<file path="config.mk">
export PLATFORM = sky130hd
export DESIGN_NAME = reaction_game_ctrl
export DESIGN_NICKNAME = d
export VERILOG_FILES = /design/src/rtl/reaction_game_ctrl.sv
export SDC_FILE = /design/constraint.sdc
export NUM_CORES = 1
export LEC_CHECK = 0
export CORE_UTILIZATION = 57
export CTS_CLUSTER_SIZE = 14
export DETAILED_ROUTE_END_ITERATION = 12
export GPL_ROUTABILITY_DRIVEN = 0
export PLACE_DENSITY = 0.78
export SLEW_MARGIN = 5
export SYNTH_ARGS = -nofsm -noshare
export SYNTH_HDL_FRONTEND = slang
export SYNTH_SLANG_ARGS = --single-unit
</file>
<file path="constraint.sdc">
create_clock -name clk -period 5.89 [get_ports clk]
set_input_delay 1.178 -clock clk [delete_from_list [all_inputs] [get_ports clk]]
set_output_delay 1.178 -clock clk [all_outputs]
set_load 0.02 [all_outputs]
</file>
<file path="src/rtl/reaction_game_ctrl.sv">
// rtl/reaction_game_ctrl.sv - reaction-time game sequencer
//
// Sequences a reaction-time game: a 3-2-1 countdown, then a pseudo-random hold,
// then GO, after which the player's reaction is timed in milliseconds.
//
// Parameters
//   CLK_PER_MS   clk cycles per millisecond tick
//   PHASE_MS     length of each countdown digit, in ms
//   WAIT_STEP_MS ms per unit of the random hold (hold = R * WAIT_STEP_MS)
//   MAX_MS       reaction-count saturation / timeout value
//
// Ports
//   clk          system clock, rising edge
//   reset        synchronous, active-high reset
//   start        level-sampled start request
//   btn          asynchronous player button, active-high
//   state        IDLE=0 COUNT=1 WAIT=2 GO=3 DONE=4 DQ=5 TMO=6
//   digit        countdown digit (3/2/1) in COUNT, 0 otherwise
//   go_led       high only in GO
//   result_ms    latched reaction time in ms
//   result_valid one-cycle pulse when result_ms is updated
module reaction_game_ctrl #(
    parameter int CLK_PER_MS   = 50000,
    parameter int PHASE_MS     = 1000,
    parameter int WAIT_STEP_MS = 64,
    parameter int MAX_MS       = 9999
) (
    input  logic        clk,
    input  logic        reset,
    input  logic        start,
    input  logic        btn,
    output logic [2:0]  state,
    output logic [1:0]  digit,
    output logic        go_led,
    output logic [13:0] result_ms,
    output logic        result_valid
);

    typedef enum logic [2:0] {
        S_IDLE  = 3'd0,
        S_COUNT = 3'd1,
        S_WAIT  = 3'd2,
        S_GO    = 3'd3,
        S_DONE  = 3'd4,
        S_DQ    = 3'd5,
        S_TMO   = 3'd6
    } state_t;

    localparam logic [15:0] LFSR_SEED = 16'hACE1;
    localparam int DIV_W = (CLK_PER_MS > 1) ? $clog2(CLK_PER_MS) : 1;
    localparam logic [DIV_W-1:0] DIV_LAST = DIV_W'(CLK_PER_MS - 1);
    localparam logic [15:0] PHASE_LAST = 16'(PHASE_MS - 1);
    localparam logic [13:0] MS_MAX     = 14'(MAX_MS);
    localparam logic [13:0] MS_LAST    = 14'(MAX_MS - 1);

    // ------------------------------------------------------------------
    // Button synchronizer and rising-edge detector. press_q is registered
    // so the FSM sees it three edges after btn is first sampled high.
    // ------------------------------------------------------------------
    logic btn_s1_q, btn_s2_q, btn_prev_q, press_q;

    always_ff @(posedge clk) begin
        if (reset) begin
            btn_s1_q   <= 1'b0;
            btn_s2_q   <= 1'b0;
            btn_prev_q <= 1'b0;
            press_q    <= 1'b0;
        end else begin
            btn_s1_q   <= btn;
            btn_s2_q   <= btn_s1_q;
            btn_prev_q <= btn_s2_q;
            press_q    <= btn_s2_q & ~btn_prev_q;
        end
    end

    // ------------------------------------------------------------------
    // Free-running LFSR, taps 16,14,13,11. The all-zero guard reloads the
    // seed so the generator can never lock up.
    // ------------------------------------------------------------------
    logic [15:0] lfsr_q, lfsr_d;
    logic        lfsr_fb;

    assign lfsr_fb = lfsr_q[15] ^ lfsr_q[13] ^ lfsr_q[12] ^ lfsr_q[10];

    always_comb begin
        lfsr_d = {lfsr_q[14:0], lfsr_fb};
        if (lfsr_q == 16'h0000) begin
            lfsr_d = LFSR_SEED;
        end
    end

    always_ff @(posedge clk) begin
        if (reset) begin
            lfsr_q <= LFSR_SEED;
        end else begin
            lfsr_q <= lfsr_d;
        end
    end

    // ------------------------------------------------------------------
    // FSM with its divider, phase counter and ms counter. The divider is
    // owned here because every state change restarts it from zero.
    // ------------------------------------------------------------------
    state_t             state_q;
    logic [1:0]         digit_q;
    logic               go_led_q;
    logic [13:0]        result_ms_q;
    logic               result_valid_q;
    logic [DIV_W-1:0]   div_q;
    logic [15:0]        tcnt_q;      // ms ticks elapsed in the current digit / hold
    logic [13:0]        ms_q;        // reaction counter in GO
    logic [3:0]         r_q;         // random hold multiplier snapshot
    logic               ms_tick;
    logic [31:0]        wait_prod;
    logic [15:0]        wait_last;

    assign ms_tick   = (div_q == DIV_LAST);
    assign wait_prod = 32'(r_q) * 32'(WAIT_STEP_MS);
    assign wait_last = 16'(wait_prod - 32'd1);

    always_ff @(posedge clk) begin
        if (reset) begin
            state_q        <= S_IDLE;
            digit_q        <= 2'd0;
            go_led_q       <= 1'b0;
            result_ms_q    <= 14'd0;
            result_valid_q <= 1'b0;
            div_q          <= '0;
            tcnt_q         <= 16'd0;
            ms_q           <= 14'd0;
            r_q            <= 4'd0;
        end else begin
            result_valid_q <= 1'b0;
            div_q          <= ms_tick ? '0 : div_q + DIV_W'(1);

            case (state_q)
                S_IDLE, S_DONE, S_DQ, S_TMO: begin
                    // start beats a coincident press; press alone is ignored here
                    if (start) begin
                        state_q <= S_COUNT;
                        digit_q <= 2'd3;
                        tcnt_q  <= 16'd0;
                        div_q   <= '0;
                        r_q     <= lfsr_q[3:0];
                    end
                end

                S_COUNT: begin
                    if (press_q) begin
                        state_q <= S_DQ;
                        digit_q <= 2'd0;
                        div_q   <= '0;
                    end else if (ms_tick) begin
                        if (tcnt_q == PHASE_LAST) begin
                            tcnt_q <= 16'd0;
                            if (digit_q == 2'd1) begin
                                state_q <= S_WAIT;
                                digit_q <= 2'd0;
                                div_q   <= '0;
                            end else begin
                                digit_q <= digit_q - 2'd1;
                            end
                        end else begin
                            tcnt_q <= tcnt_q + 16'd1;
                        end
                    end
                end

                S_WAIT: begin
                    // A zero hold still spends one cycle here, during which
                    // a press disqualifies.
                    if (press_q) begin
                        state_q <= S_DQ;
                        div_q   <= '0;
                    end else if ((r_q == 4'd0) || (ms_tick && (tcnt_q == wait_last))) begin
                        state_q  <= S_GO;
                        go_led_q <= 1'b1;
                        ms_q     <= 14'd0;
                        tcnt_q   <= 16'd0;
                        div_q    <= '0;
                    end else if (ms_tick) begin
                        tcnt_q <= tcnt_q + 16'd1;
                    end
                end

                S_GO: begin
                    // Press reports the count before any same-cycle tick.
                    if (press_q) begin
                        state_q        <= S_DONE;
                        go_led_q       <= 1'b0;
                        result_ms_q    <= ms_q;
                        result_valid_q <= 1'b1;
                        div_q          <= '0;
                    end else if (ms_tick) begin
                        if (ms_q == MS_LAST) begin
                            state_q        <= S_TMO;
                            go_led_q       <= 1'b0;
                            ms_q           <= MS_MAX;
                            result_ms_q    <= MS_MAX;
                            result_valid_q <= 1'b1;
                            div_q          <= '0;
                        end else begin
                            ms_q <= ms_q + 14'd1;
                        end
                    end
                end

                default: begin
                    state_q  <= S_IDLE;
                    digit_q  <= 2'd0;
                    go_led_q <= 1'b0;
                    div_q    <= '0;
                end
            endcase
        end
    end

    assign state        = state_q;
    assign digit        = digit_q;
    assign go_led       = go_led_q;
    assign result_ms    = result_ms_q;
    assign result_valid = result_valid_q;

endmodule

</file>
==> results of run 1 <==
==> state kept, by name, indices dropped and copies added, names as in the netlist <==
| signal | cells |
|---|---|
| press_q | 1 |
| result_ms | 14 |
| result_valid | 1 |
| btn_prev_q | 1 |
| ms_q | 14 |
| r_q | 4 |
| tcnt_q | 16 |
| btn_s2_q | 1 |
| state | 3 |
| digit | 2 |
| lfsr_q | 16 |
| div_q | 16 |
| btn_s1_q | 1 |
| go_led | 1 |
==> cells in the final DEF, fill, tap and decap left out, drive strengths merged, types with 3 or more instances in the layout <==
cell	instances
nor2	64
xnor2	26
a32o	6
clkbuf	9
or2	3
a21oi	15
a22oi	6
o21a	4
inv	18
nor2b	9
nand2	27
nand2b	8
mux2i	5
ha	7
and4	5
or4	3
nand3	19
nor3b	7
and2	11
nand4	9
nor4b	5
dfxtp	91
o21ai	17
xor2	9
nor3	13
nor4	11
and3	9
o221a	8
o211ai	4
clkdlybuf4s50	24
a211oi	4
==> routing by layer <==
| metal | vias to the layer above | share of wire [%] | track usage, % |
|---|---|---|---|
| met5 | - | 0 | 0 |
| met4 | 0 | 1.4 | 8.21 |
| met2 | 100 | 45 | 34.0 |
| met3 | 12 | 5.4 | 4.52 |
| li1 | 1710 | - | - |
| met1 | 1594 | 48 | 30.8 |
==> power by group <==
| part | switching (mW) | leakage, nW | internal (mW) |
|---|---|---|---|
| Clock | 0.234 | 0.0886 | 0.160 |
| Combinational | 0.217 | 0.771 | 0.146 |
| Sequential | 0.0462 | 0.740 | 0.648 |
| Total | 0.497 | 1.60 | 0.954 |
==> critical path: stages (launching register included) <==
cell and delay [ns]:
dfxtp_1 0.43, inv_1 0.09, ha_1 0.32, xnor2_1 0.13
or4_4 0.48, a211o_1 0.35, a211oi_4 0.73, o21ai_0 0.22
a32o_1 0.30
==> logic make-up after synthesis <==
group	count (synthesis)	synth area share, %
AND/OR/NAND/NOR	214	27.3
flip-flops	91	43.1
AO/OA/AOI/OAI	79	14.7
XOR/XNOR	35	7.25
buffers and inverters	31	3.85
multiplexers	7	1.72
adder cells (fa/ha/maj)	7	2.07
==> worst max-delay path by stage <==
stage / cells past startpoint / endpoint / slack (ns)
after floorplan: 9 / ms_q[12]$_SDFFE_PP0P_ / 3.36
after detailed placement: 5 / div_q[3]$_SDFF_PP0_ / 2.43
final: 8 / ms_q[5]$_SDFFE_PP0P_ / 2.74
after global routing: 8 / ms_q[7]$_SDFFE_PP0P_ / 2.56
after global placement: 5 / div_q[3]$_SDFF_PP0_ / 2.46
after CTS: 8 / ms_q[5]$_SDFFE_PP0P_ / 2.77
==> cell type report <==
type | instances | area, um^2
fill | 610 | 2530
multi-input combinational | 342 | 2250
sequential | 91 | 1820
timing repair buffer | 26 | 255
clock buffer | 9 | 124
tap | 99 | 124
clock inverter | 7 | 57.6
inverter | 14 | 52.6
==> through the flow <==
stage / instance area [um^2] / total power [mW] / util, % / instances / setup slack, ns
floorplan: 4230 / 1.00 / - / 464 / 3.36
global placement: 4500 / 1.06 / 62.3 / 572 / 2.46
global route: 4690 / 1.53 / 64.9 / 588 / 2.56
finish: 4690 / 1.45 / 64.9 / 588 / 2.74
detailed placement: 4500 / 1.07 / 62.3 / 572 / 2.43
CTS: 4680 / 1.46 / 64.9 / 588 / 2.77
==> summary.txt, run 1 <==
CRITICAL PATH
----------------------------------------------------------------------------------
Highest net fanout along the worst path .............................           18
Type of destination of the critical path ............................    flip-flop
Number of cells traversed by the worst register-to-register path ....            8
Critical R2R Launch ................................................. r_q[0]$_SDFFE_PP0P_
Critical setup path kind ............................................ flip-flop to flip-flop
Worst EP required ...................................................      6.15 ns
Crit Reg-Reg Endpoint ............................................... ms_q[5]$_SDFFE_PP0P_
Arrival @ worst endpoint ............................................      3.41 ns
Worst Setup Start Kind ..............................................    flip-flop
Startpoint of the most critical setup path .......................... r_q[0]$_SDFFE_PP0P_
Reg2reg setup slack .................................................      2.74 ns

YOSYS
----------------------------------------------------------------------------------
Number of synthesized flops with an enable pin ......................            0
Cells after synthesis ...............................................          464
Top FF cell, synth ..................................................      dfxtp_1
Cell types with the highest counts after synthesis .................. dfxtp_1, nor2_1, nand2_1, xnor2_1, nand3_1
Sequential share of the synthesized area ............................        43.1%
Main area contributors after synthesis .............................. dfxtp_1, nor2_1, xnor2_1
Count of warnings emitted by yosys ..................................            0
Cell area after synthesis ........................................... 0.00423 mm^2
Cell taking the most area after synthesis ...........................      dfxtp_1
Synthesized Nets ....................................................          475
Share of the synthesized area in the top cell type ..................        43.1%
#FFs+latches synth ..................................................           91
Post-synthesis average cell area ....................................    9.11 um^2
Number of different library cells in the post-synthesis netlist .....           65
Most used standard cell by instance count after synthesis ...........      dfxtp_1
Asr flop ratio synth ................................................           0%

CTS
----------------------------------------------------------------------------------
Clock slew seen by the registers of the worst setup and hold paths ..      0.09 ns
Hold-fix buffer count after cts .....................................            0
Maximum level of the CTS H-tree .....................................            3
CTS-repair resized insts ............................................            0
Number of buffers added by the clock tree synthesis step ............            9
Clk sink count ......................................................           91
CTS tree ............................................................        built
Later-pin clock latency in the skew report ..........................      0.36 ns
Bufs on Longest Clock Path ..........................................            2
Root Driver .........................................................     clkbuf_8
# Post-CTS Setup Buffers ............................................            0

STA
----------------------------------------------------------------------------------
Final Hold Violating Endpoints ......................................            0
Period Utilization, post-route ......................................        53.5%
Max-slew violation count ............................................            0
Shortest clock period the worst path allows after layout ............      3.15 ns
Relative slew slack .................................................        36.0%
Unrepaired setup endpoints after global routing .....................        false
Worst clock skew ....................................................    0.0152 ns
Highest clock rate ..................................................    0.318 GHz
Setup TNS ...........................................................         0 ns
Number of setup violations in the final report ......................            0
Final-layout worst hold slack .......................................     0.396 ns
Slew at the pin with the worst max-slew slack .......................     0.947 ns

FLOORPLAN
----------------------------------------------------------------------------------
Core area ........................................................... 0.00721 mm^2
Die Span X ..........................................................      88.1 um
Initial standard-cell utilization of the core .......................        58.6%
Area of the die ..................................................... 0.00777 mm^2
Die span in y .......................................................      88.1 um
Standard-cell rows ..................................................           31
Ports placed on the boundary ........................................           25

LAYOUT
----------------------------------------------------------------------------------
Growth of design area from synthesis to finish ......................        10.8%
Total inserted antenna cells ........................................            0
Final #Nets .........................................................          495
Share of final-layout standard cells stronger than drive strength 1 .        9.41%

POWER AND IR DROP
----------------------------------------------------------------------------------
Leak Pwr ............................................................      1.60 nW
Power density relative to cell area .................................  310 mW/mm^2
Max rail drop VDD ...................................................       237 uV

ROUTING
----------------------------------------------------------------------------------
Via count ...........................................................         3416
Vias/cell ...........................................................         5.81
Antenna Nets Post-Route .............................................            0
Post-route DRC ......................................................            0
Overall routed net length ...........................................      8.24 mm
Iteration-0 DRC count of the detailed router ........................          246
Detailed Routing Iterations Pass 1 ..................................            5
Average routed wire per standard cell ...............................      14.0 um

GLOBAL ROUTING
----------------------------------------------------------------------------------
Tot GR Track Use ....................................................        22.2%
Initial antenna violation count .....................................            0
Vias in the first global route ......................................         2994
Global route overflow ...............................................            0
Wire length of the first global-routing pass ........................      13.6 mm
Largest net degree at the start of global routing ...................           45

MIN PATH
----------------------------------------------------------------------------------
Worst hold path endpoint ............................................ press_q$_SDFF_PP0_
Min-delay worst type ................................................ flip-flop to flip-flop
Worst Min Path Start ................................................ btn_prev_q$_SDFF_PP0_
Depth of the worst hold-timing path .................................            1

PLACEMENT
----------------------------------------------------------------------------------
Post-DP HPWL ........................................................      5.85 mm
Input/output buffers ................................................           24

JOB
----------------------------------------------------------------------------------
Max-cap viol count ..................................................            0

OUTCOME
----------------------------------------------------------------------------------
Outcome ............................................................. complete, no violations

Note: power is estimated with default switching activity, not from simulation.
==> inputs of run 2 (changes only) <==
==> constraint.sdc (replaced) <==
create_clock -name clk -period 2.9 [get_ports clk]
set_input_delay 0.58 -clock clk [delete_from_list [all_inputs] [get_ports clk]]
set_output_delay 0.58 -clock clk [all_outputs]
set_load 0.02 [all_outputs]
==> run 2 against run 1 <==
Non-clock buffer count grew 10; sequential cell count unchanged; clock power up 140%; count of clock-buffer cells in the layout did not move; sequential power is 99% higher; clock skew shrank 0.0022 ns; global-route usage up 2.8 points; via count rose by 1.1%; final cell count grew 1.5%; largest power group unchanged; highest routed layer unchanged.
==> summary.txt, run 2 (synthesis results as in run 1) <==
CRITICAL PATH
----------------------------------------------------------------------------------
Critical R2R Launch ................................................. r_q[0]$_SDFFE_PP0P_
Crit Reg-Reg Endpoint ............................................... ms_q[12]$_SDFFE_PP0P_
Number of cells traversed by the worst register-to-register path ....           10   +2
Type of destination of the critical path ............................    flip-flop
Critical setup path kind ............................................ flip-flop to flip-flop
Worst EP required ...................................................      3.17 ns   -2.98 ns
Arrival @ worst endpoint ............................................      2.96 ns   -0.45 ns
Worst Setup Start Kind ..............................................    flip-flop
Reg2reg setup slack .................................................      0.21 ns   -2.53 ns
Highest net fanout along the worst path .............................           10   -8

ROUTING
----------------------------------------------------------------------------------
Overall routed net length ...........................................      8.92 mm   +8.2%
Detailed Routing Iterations Pass 1 ..................................            4   -1
Iteration-0 DRC count of the detailed router ........................          295   +20%
Antenna Nets Post-Route .............................................            0   unchanged
Post-route DRC ......................................................            0   unchanged
Average routed wire per standard cell ...............................      14.9 um   +6.6%
Vias/cell ...........................................................         5.78   -0.44%
Via count ...........................................................         3453   +1.1%

LAYOUT
----------------------------------------------------------------------------------
Most common cell after layout, fill and taps aside ..................      dfxtp_1
Total inserted antenna cells ........................................            0   unchanged
Largest registers ................................................... div_q x16, lfsr_q x16, tcnt_q x16
Growth of design area from synthesis to finish ......................        13.2%
Final #Nets .........................................................          505   +2.0%
Share of final-layout standard cells stronger than drive strength 1 .        10.8%   +1.4 points
Area taken by multi-input logic gates ............................... 0.00224 mm^2   -0.28%
Area used by sequential logic in the layout ......................... 0.00182 mm^2   unchanged
Fill cell count .....................................................          629   +3.1%
Most frequent cells in the layout ................................... dfxtp_1, nor2_1, nand2_1

FLOORPLAN
----------------------------------------------------------------------------------
Die Span X ..........................................................      88.1 um   unchanged
Standard-cell rows ..................................................           31   unchanged
Die span in y .......................................................      88.1 um   unchanged
Ports placed on the boundary ........................................           25   unchanged
Area of the die ..................................................... 0.00777 mm^2   unchanged
Initial standard-cell utilization of the core .......................        58.6%   unchanged
Core area ........................................................... 0.00721 mm^2   unchanged

STA
----------------------------------------------------------------------------------
Unrepaired setup endpoints after global routing .....................        false
Number of setup violations in the final report ......................            0   unchanged
Shortest clock period the worst path allows after layout ............      2.69 ns   -0.455 ns
Slew at the pin with the worst max-slew slack .......................     0.810 ns   -0.137 ns
Relative slew slack .................................................        45.2%   +9.2 points
Period Utilization, post-route ......................................        92.9%   +39 points
Worst clock skew ....................................................    0.0130 ns   -0.00222 ns
Highest clock rate ..................................................    0.371 GHz   +17%
Max-slew violation count ............................................            0   unchanged
Final Hold Violating Endpoints ......................................            0   unchanged
Setup TNS ...........................................................         0 ns   unchanged
Final-layout worst hold slack .......................................     0.403 ns   +0.00643 ns

GLOBAL ROUTING
----------------------------------------------------------------------------------
Largest net degree at the start of global routing ...................           33   -27%
Wire length of the first global-routing pass ........................      15.0 mm   +11%
Global route overflow ...............................................            0   unchanged
Tot GR Track Use ....................................................        25.0%   +2.8 points
Initial antenna violation count .....................................            0   unchanged
Vias in the first global route ......................................         3218   +7.5%

CTS
----------------------------------------------------------------------------------
Maximum level of the CTS H-tree .....................................            3   unchanged
Number of buffers added by the clock tree synthesis step ............            9   unchanged
CTS-repair resized insts ............................................            0   unchanged
Clock slew seen by the registers of the worst setup and hold paths ..      0.09 ns   about the same
Hold-fix buffer count after cts .....................................            0   unchanged
Clk sink count ......................................................           91   unchanged
Later-pin clock latency in the skew report ..........................      0.37 ns   about the same
CTS tree ............................................................        built
Bufs on Longest Clock Path ..........................................            2   unchanged
# Post-CTS Setup Buffers ............................................            0   unchanged
Root Driver .........................................................     clkbuf_8

MIN PATH
----------------------------------------------------------------------------------
Worst Min Path Start ................................................ btn_prev_q$_SDFF_PP0_
Worst hold path endpoint ............................................ press_q$_SDFF_PP0_
Depth of the worst hold-timing path .................................            1   unchanged
Min-delay worst type ................................................ flip-flop to flip-flop

POWER AND IR DROP
----------------------------------------------------------------------------------
Max rail drop VDD ...................................................       539 uV   +130%
Power density relative to cell area .................................  653 mW/mm^2   +110%
Leak Pwr ............................................................      1.67 nW   +4.2%

JOB
----------------------------------------------------------------------------------
Max-cap viol count ..................................................            0   unchanged

PLACEMENT
----------------------------------------------------------------------------------
Post-DP HPWL ........................................................      6.38 mm   +9.0%
Input/output buffers ................................................           24   unchanged

OUTCOME
----------------------------------------------------------------------------------
Outcome ............................................................. complete, no violations

[run 2: cell types whose count changed in the layout (fill, tap and decap cells not counted)]
cell / delta
bufinv_16: +2
o2111ai_1: +1
inv_6: -2
o2111ai_2: -1
clkinvlp_4: -1
inv_8: -1
buf_4: +10
clkinv_4: +1
[run 2: per-layer routing]
layer / vias up / track usage [%] / wire length (um)
li1: 1723 / - / -
met5: - / 0 / 0
met4: 0 / 11.3 / 165
met3: 14 / 4.71 / 327
met2: 69 / 40.1 / 4230
met1: 1647 / 32.7 / 4190
[run 2: cell type report]
class | instances | area share [%]
repair buffers | 36 | 6.90
inverters | 14 | 1.10
flip-flops and latches | 91 | 38.1
clock inverters | 6 | 1.88
well taps | 99 | 2.59
clock buffers | 9 | 2.59
multi-input cells | 342 | 46.9
[run 2: power breakdown]
group	switching [mW]	total, mW	internal (mW)	leakage (nW)
clock	0.447	0.930	0.483	0.106
sequential	0.0665	1.38	1.32	0.740
combinational	0.482	0.814	0.332	0.821
[run 2: metrics by stage]
stage	power, mW	setup WS (ns)	std cells	area, um^2	utilization (%)
floorplan	2.04	0.371	464	4230	-
global route	3.30	0.0689	597	4790	66.4
CTS	3.14	0.0765	596	4780	66.3
finish	3.13	0.206	597	4790	66.4
detailed placement	2.21	0.0888	581	4570	63.3
global placement	2.19	0.167	581	4570	63.3
[run 2: worst max-delay path by stage]
stage	startpoint	end	depth (start not counted)	slack (ns)
after detailed placement	r_q[0]$_SDFFE_PP0P_	ms_q[12]$_SDFFE_PP0P_	9	0.09
after global placement	r_q[0]$_SDFFE_PP0P_	ms_q[12]$_SDFFE_PP0P_	9	0.17
final	r_q[0]$_SDFFE_PP0P_	ms_q[12]$_SDFFE_PP0P_	10	0.21
after floorplan	r_q[0]$_SDFFE_PP0P_	ms_q[12]$_SDFFE_PP0P_	9	0.37
after CTS	r_q[0]$_SDFFE_PP0P_	ms_q[12]$_SDFFE_PP0P_	9	0.08
after global routing	r_q[0]$_SDFFE_PP0P_	ms_q[12]$_SDFFE_PP0P_	10	0.07
[run 2: critical path: stages, from the launching register on]
cell and delay, ns:
dfxtp_1 0.35, inv_1 0.10, ha_1 0.19, or3b_1 0.36
or3_1 0.38, a211o_1 0.36, a211oi_4 0.20, buf_4 0.19
buf_4 0.19, o21ai_2 0.06, a32o_1 0.21
==> inputs of run 3 (changes only) <==
--- a/config.mk
+++ b/config.mk
@@ -5,10 +5,13 @@
 export SDC_FILE = /design/constraint.sdc
 export NUM_CORES = 1
 export LEC_CHECK = 0
+export CAP_MARGIN = 10
+export CORE_MARGIN = 5
 export CORE_UTILIZATION = 57
 export CTS_CLUSTER_SIZE = 14
 export DETAILED_ROUTE_END_ITERATION = 12
 export GPL_ROUTABILITY_DRIVEN = 0
+export GPL_TIMING_DRIVEN = 0
 export PLACE_DENSITY = 0.78
 export SLEW_MARGIN = 5
 export SYNTH_ARGS = -nofsm -noshare
==> run 3 against run 2 <==
Clock power shrank 16%; via count grew 1.1%; sequential power is essentially flat; largest power group unchanged.
==> summary.txt, run 3 (synthesis results as in run 1) <==
FLOORPLAN
-----------------------------------------------------------------------------------
Core area ............................................................ 0.00725 mm^2   +0.54%
Initial standard-cell utilization of the core ........................        58.3%   -0.31 points
Die span in y ........................................................      96.1 um   +9.1%
Die Span X ...........................................................      96.1 um   +9.1%
Standard-cell rows ...................................................           31   unchanged
Ports placed on the boundary .........................................           25   unchanged
Area of the die ...................................................... 0.00924 mm^2   +19%

CRITICAL PATH
-----------------------------------------------------------------------------------
Critical R2R Launch .................................................. r_q[0]$_SDFFE_PP0P_
Critical setup path kind ............................................. flip-flop to flip-flop
Number of cells traversed by the worst register-to-register path .....            9   -1
Worst Setup Start Kind ...............................................    flip-flop
Reg2reg setup slack ..................................................      0.16 ns   -0.04 ns
Crit path max-delay cell type ........................................        or3_1
Type of destination of the critical path .............................    flip-flop
Cell-by-cell listing of the critical path ............................ inv_1, ha_1, or3b_1, or3_1, a211o_1, o21a_2, o31ai_4, buf_6, nor2_1
Largest stage delay, worst path ......................................      0.39 ns   about the same
Arrival @ worst endpoint .............................................      2.99 ns   +0.03 ns
Worst EP required ....................................................      3.15 ns   -0.02 ns
Crit Reg-Reg Endpoint ................................................ tcnt_q[9]$_SDFFE_PP0P_
Highest net fanout along the worst path ..............................           10   unchanged

GLOBAL ROUTING
-----------------------------------------------------------------------------------
Wire length of the first global-routing pass .........................      15.2 mm   +1.0%
Most utilized layer in the global route result .......................         met2
Tot GR Track Use .....................................................        20.9%   -4.1 points
Largest net degree at the start of global routing ....................           15   -55%
Global route overflow ................................................            0   unchanged
GR Util met3 .........................................................        4.46%   -0.26 points
Vias in the first global route .......................................         3252   +1.1%
Initial antenna violation count ......................................            0   unchanged
Global-route track usage on met1 .....................................        27.3%   -5.4 points
Met2 Resource Use GR .................................................        33.2%   -6.9 points

LAYOUT
-----------------------------------------------------------------------------------
Fill cell count ......................................................          606   -3.7%
Layout Cell Area excl Fill ........................................... 0.00479 mm^2   unchanged
Final #Nets ..........................................................          511   +1.2%
Most frequent cells in the layout .................................... dfxtp_1, nor2_1, nand2_1
Growth of design area from synthesis to finish .......................        13.2%   unchanged
Share of final-layout standard cells stronger than drive strength 1 ..        10.1%   -0.72 points
Largest registers .................................................... div_q x16, lfsr_q x16, tcnt_q x16
Count of placed standard cells in the final layout, fillers left out .          603   +1.0%
Most common cell after layout, fill and taps aside ...................      dfxtp_1
Total inserted antenna cells .........................................            0   unchanged

STA
-----------------------------------------------------------------------------------
Final Hold Violating Endpoints .......................................            0   unchanged
Number of setup violations in the final report .......................            0   unchanged
Max-slew violation count .............................................            0   unchanged
Slew at the pin with the worst max-slew slack ........................     0.915 ns   +0.105 ns
Period Utilization, post-route .......................................        94.4%   +1.5 points
Highest clock rate ...................................................    0.365 GHz   -1.6%
Shortest clock period the worst path allows after layout .............      2.74 ns   +0.0430 ns
Worst clock skew .....................................................    0.0106 ns   -0.00241 ns
Relative slew slack ..................................................        38.2%   -7.1 points
Unrepaired setup endpoints after global routing ......................        false
Final-layout worst hold slack ........................................     0.393 ns   -0.00994 ns
Setup TNS ............................................................         0 ns   unchanged
Worst-case setup margin in the final layout ..........................     0.163 ns   -0.0430 ns

ROUTING
-----------------------------------------------------------------------------------
Antenna Nets Post-Route ..............................................            0   unchanged
Average routed wire per standard cell ................................      15.1 um   +0.80%
Iteration-0 DRC count of the detailed router .........................          243   -18%
Post-route DRC .......................................................            0   unchanged
Vias/cell ............................................................         5.79   about the same
Via count ............................................................         3491   +1.1%
Overall routed net length ............................................      9.08 mm   +1.8%
Detailed Routing Iterations Pass 1 ...................................            5   +1

JOB
-----------------------------------------------------------------------------------
Max-cap viol count ...................................................            0   unchanged

POWER AND IR DROP
-----------------------------------------------------------------------------------
Fraction of power consumed by sequential logic .......................        45.3%   +1.1 points
Max rail drop VDD ....................................................       422 uV   -22%
Proportion of total power due to net switching .......................        32.9%   +1.1 points
Power dissipated by switching net loads ..............................     0.998 mW   +0.21%
Combinational group share of total power .............................        29.0%   +3.0 points
Clock group share of total power .....................................        25.7%   -4.0 points
Int Power ............................................................      2.03 mW   -4.7%
Power density relative to cell area ..................................  633 mW/mm^2   -3.2%
Leak Pwr .............................................................      1.65 nW   -0.71%

CTS
-----------------------------------------------------------------------------------
Clock slew seen by the registers of the worst setup and hold paths ...      0.08 ns   about the same
Bufs on Longest Clock Path ...........................................            2   unchanged
Maximum level of the CTS H-tree ......................................            3   unchanged
Root Driver ..........................................................     clkbuf_8
CTS tree .............................................................        built
Number of buffers added by the clock tree synthesis step .............            9   unchanged
Clk sink count .......................................................           91   unchanged
Later-pin clock latency in the skew report ...........................      0.36 ns   about the same

PLACEMENT
-----------------------------------------------------------------------------------
Post-DP HPWL .........................................................      6.57 mm   +2.9%
Worst setup timing slack at the placement stage ......................    0.0730 ns   -0.0159 ns
Dpl cells ............................................................          586   +0.86%
Instance area at placement ........................................... 0.00458 mm^2   +0.38%
Input/output buffers .................................................           23   -4.2%

MIN PATH
-----------------------------------------------------------------------------------
Depth of the worst hold-timing path ..................................            1   unchanged
Min-delay worst type ................................................. flip-flop to flip-flop
Worst Min Path Start ................................................. btn_prev_q$_SDFF_PP0_
Worst hold path endpoint ............................................. press_q$_SDFF_PP0_

OUTCOME
-----------------------------------------------------------------------------------
Outcome .............................................................. complete, no violations

==> run 3: changes by cell type in the layout (fill, tap and decap cells not counted), moves of 2 or more <==
cell / previous run / this run
buf_6: 0 / 2
clkbuf_8: 9 / 11
bufinv_16: 2 / 0
buf_4: 12 / 2
clkbuf_1: 0 / 12
==> run 3: power groups by stage <==
stage | registers [mW] | clock network, mW | logic, mW
6_report | 1.37 | 0.779 | 0.879
5_1_grt | 1.38 | 0.853 | 0.962
4_1_cts | 1.37 | 0.794 | 0.856
3_5_place_dp | 1.40 | 0 | 0.852
3_3_place_gp | 1.40 | 0 | 0.830
2_1_floorplan | 1.42 | 0 | 0.625
==> run 3: area by class of cell <==
class                      count  area [um^2]  area share (%)
clock buffer                  11          151            3.16
inverter                      14         52.6            1.10
buffer                        17          110            2.30
timing repair buffer          25          245            5.12
tap                           99          124            2.59
sequential                    91         1820            38.1
clock inverter                 4         26.3           0.549
multi-input combinational    342         2260            47.1
==> run 3: through the flow <==
stage                     utilization, %  power [mW]
after floorplan                        -        2.04
after global placement              63.2        2.23
after detailed placement            63.2        2.25
after CTS                           65.6        3.02
after global routing                66.0        3.20
final                               66.0        3.03
==> run 3: critical path, delay by kind of cell (launching register included) <==
| family | cells | cell delay, ns |
|---|---|---|
| AOI/OAI and AO/OA | 3 | 0.99 |
| adders and majority gates | 1 | 0.17 |
| buffers and inverters | 2 | 0.29 |
| DFF | 1 | 0.36 |
| and+or+nand+nor | 3 | 0.82 |
==> run 3: layer usage <==
layer | part of all wire [%] | vias to the layer above
met5 | 0 | -
met4 | 2.1 | 0
met3 | 5.4 | 18
met2 | 46 | 103
met1 | 46 | 1637
li1 | - | 1733
==> run 3: worst max-delay path by stage <==
stage,depth (start not counted),endpoint,start
floorplan,9,ms_q[12]$_SDFFE_PP0P_,r_q[0]$_SDFFE_PP0P_
global placement,9,ms_q[12]$_SDFFE_PP0P_,r_q[0]$_SDFFE_PP0P_
detailed placement,9,ms_q[12]$_SDFFE_PP0P_,r_q[0]$_SDFFE_PP0P_
CTS,9,ms_q[12]$_SDFFE_PP0P_,r_q[0]$_SDFFE_PP0P_
global route,9,tcnt_q[9]$_SDFFE_PP0P_,r_q[0]$_SDFFE_PP0P_
finish,9,tcnt_q[9]$_SDFFE_PP0P_,r_q[0]$_SDFFE_PP0P_
==> run 3: timing repair <==
item,4_1_cts,5_1_grt
buffers inserted,0,2
setup endpoints to repair,0,9
gates resized for setup,0,2
hold buffers,0,0
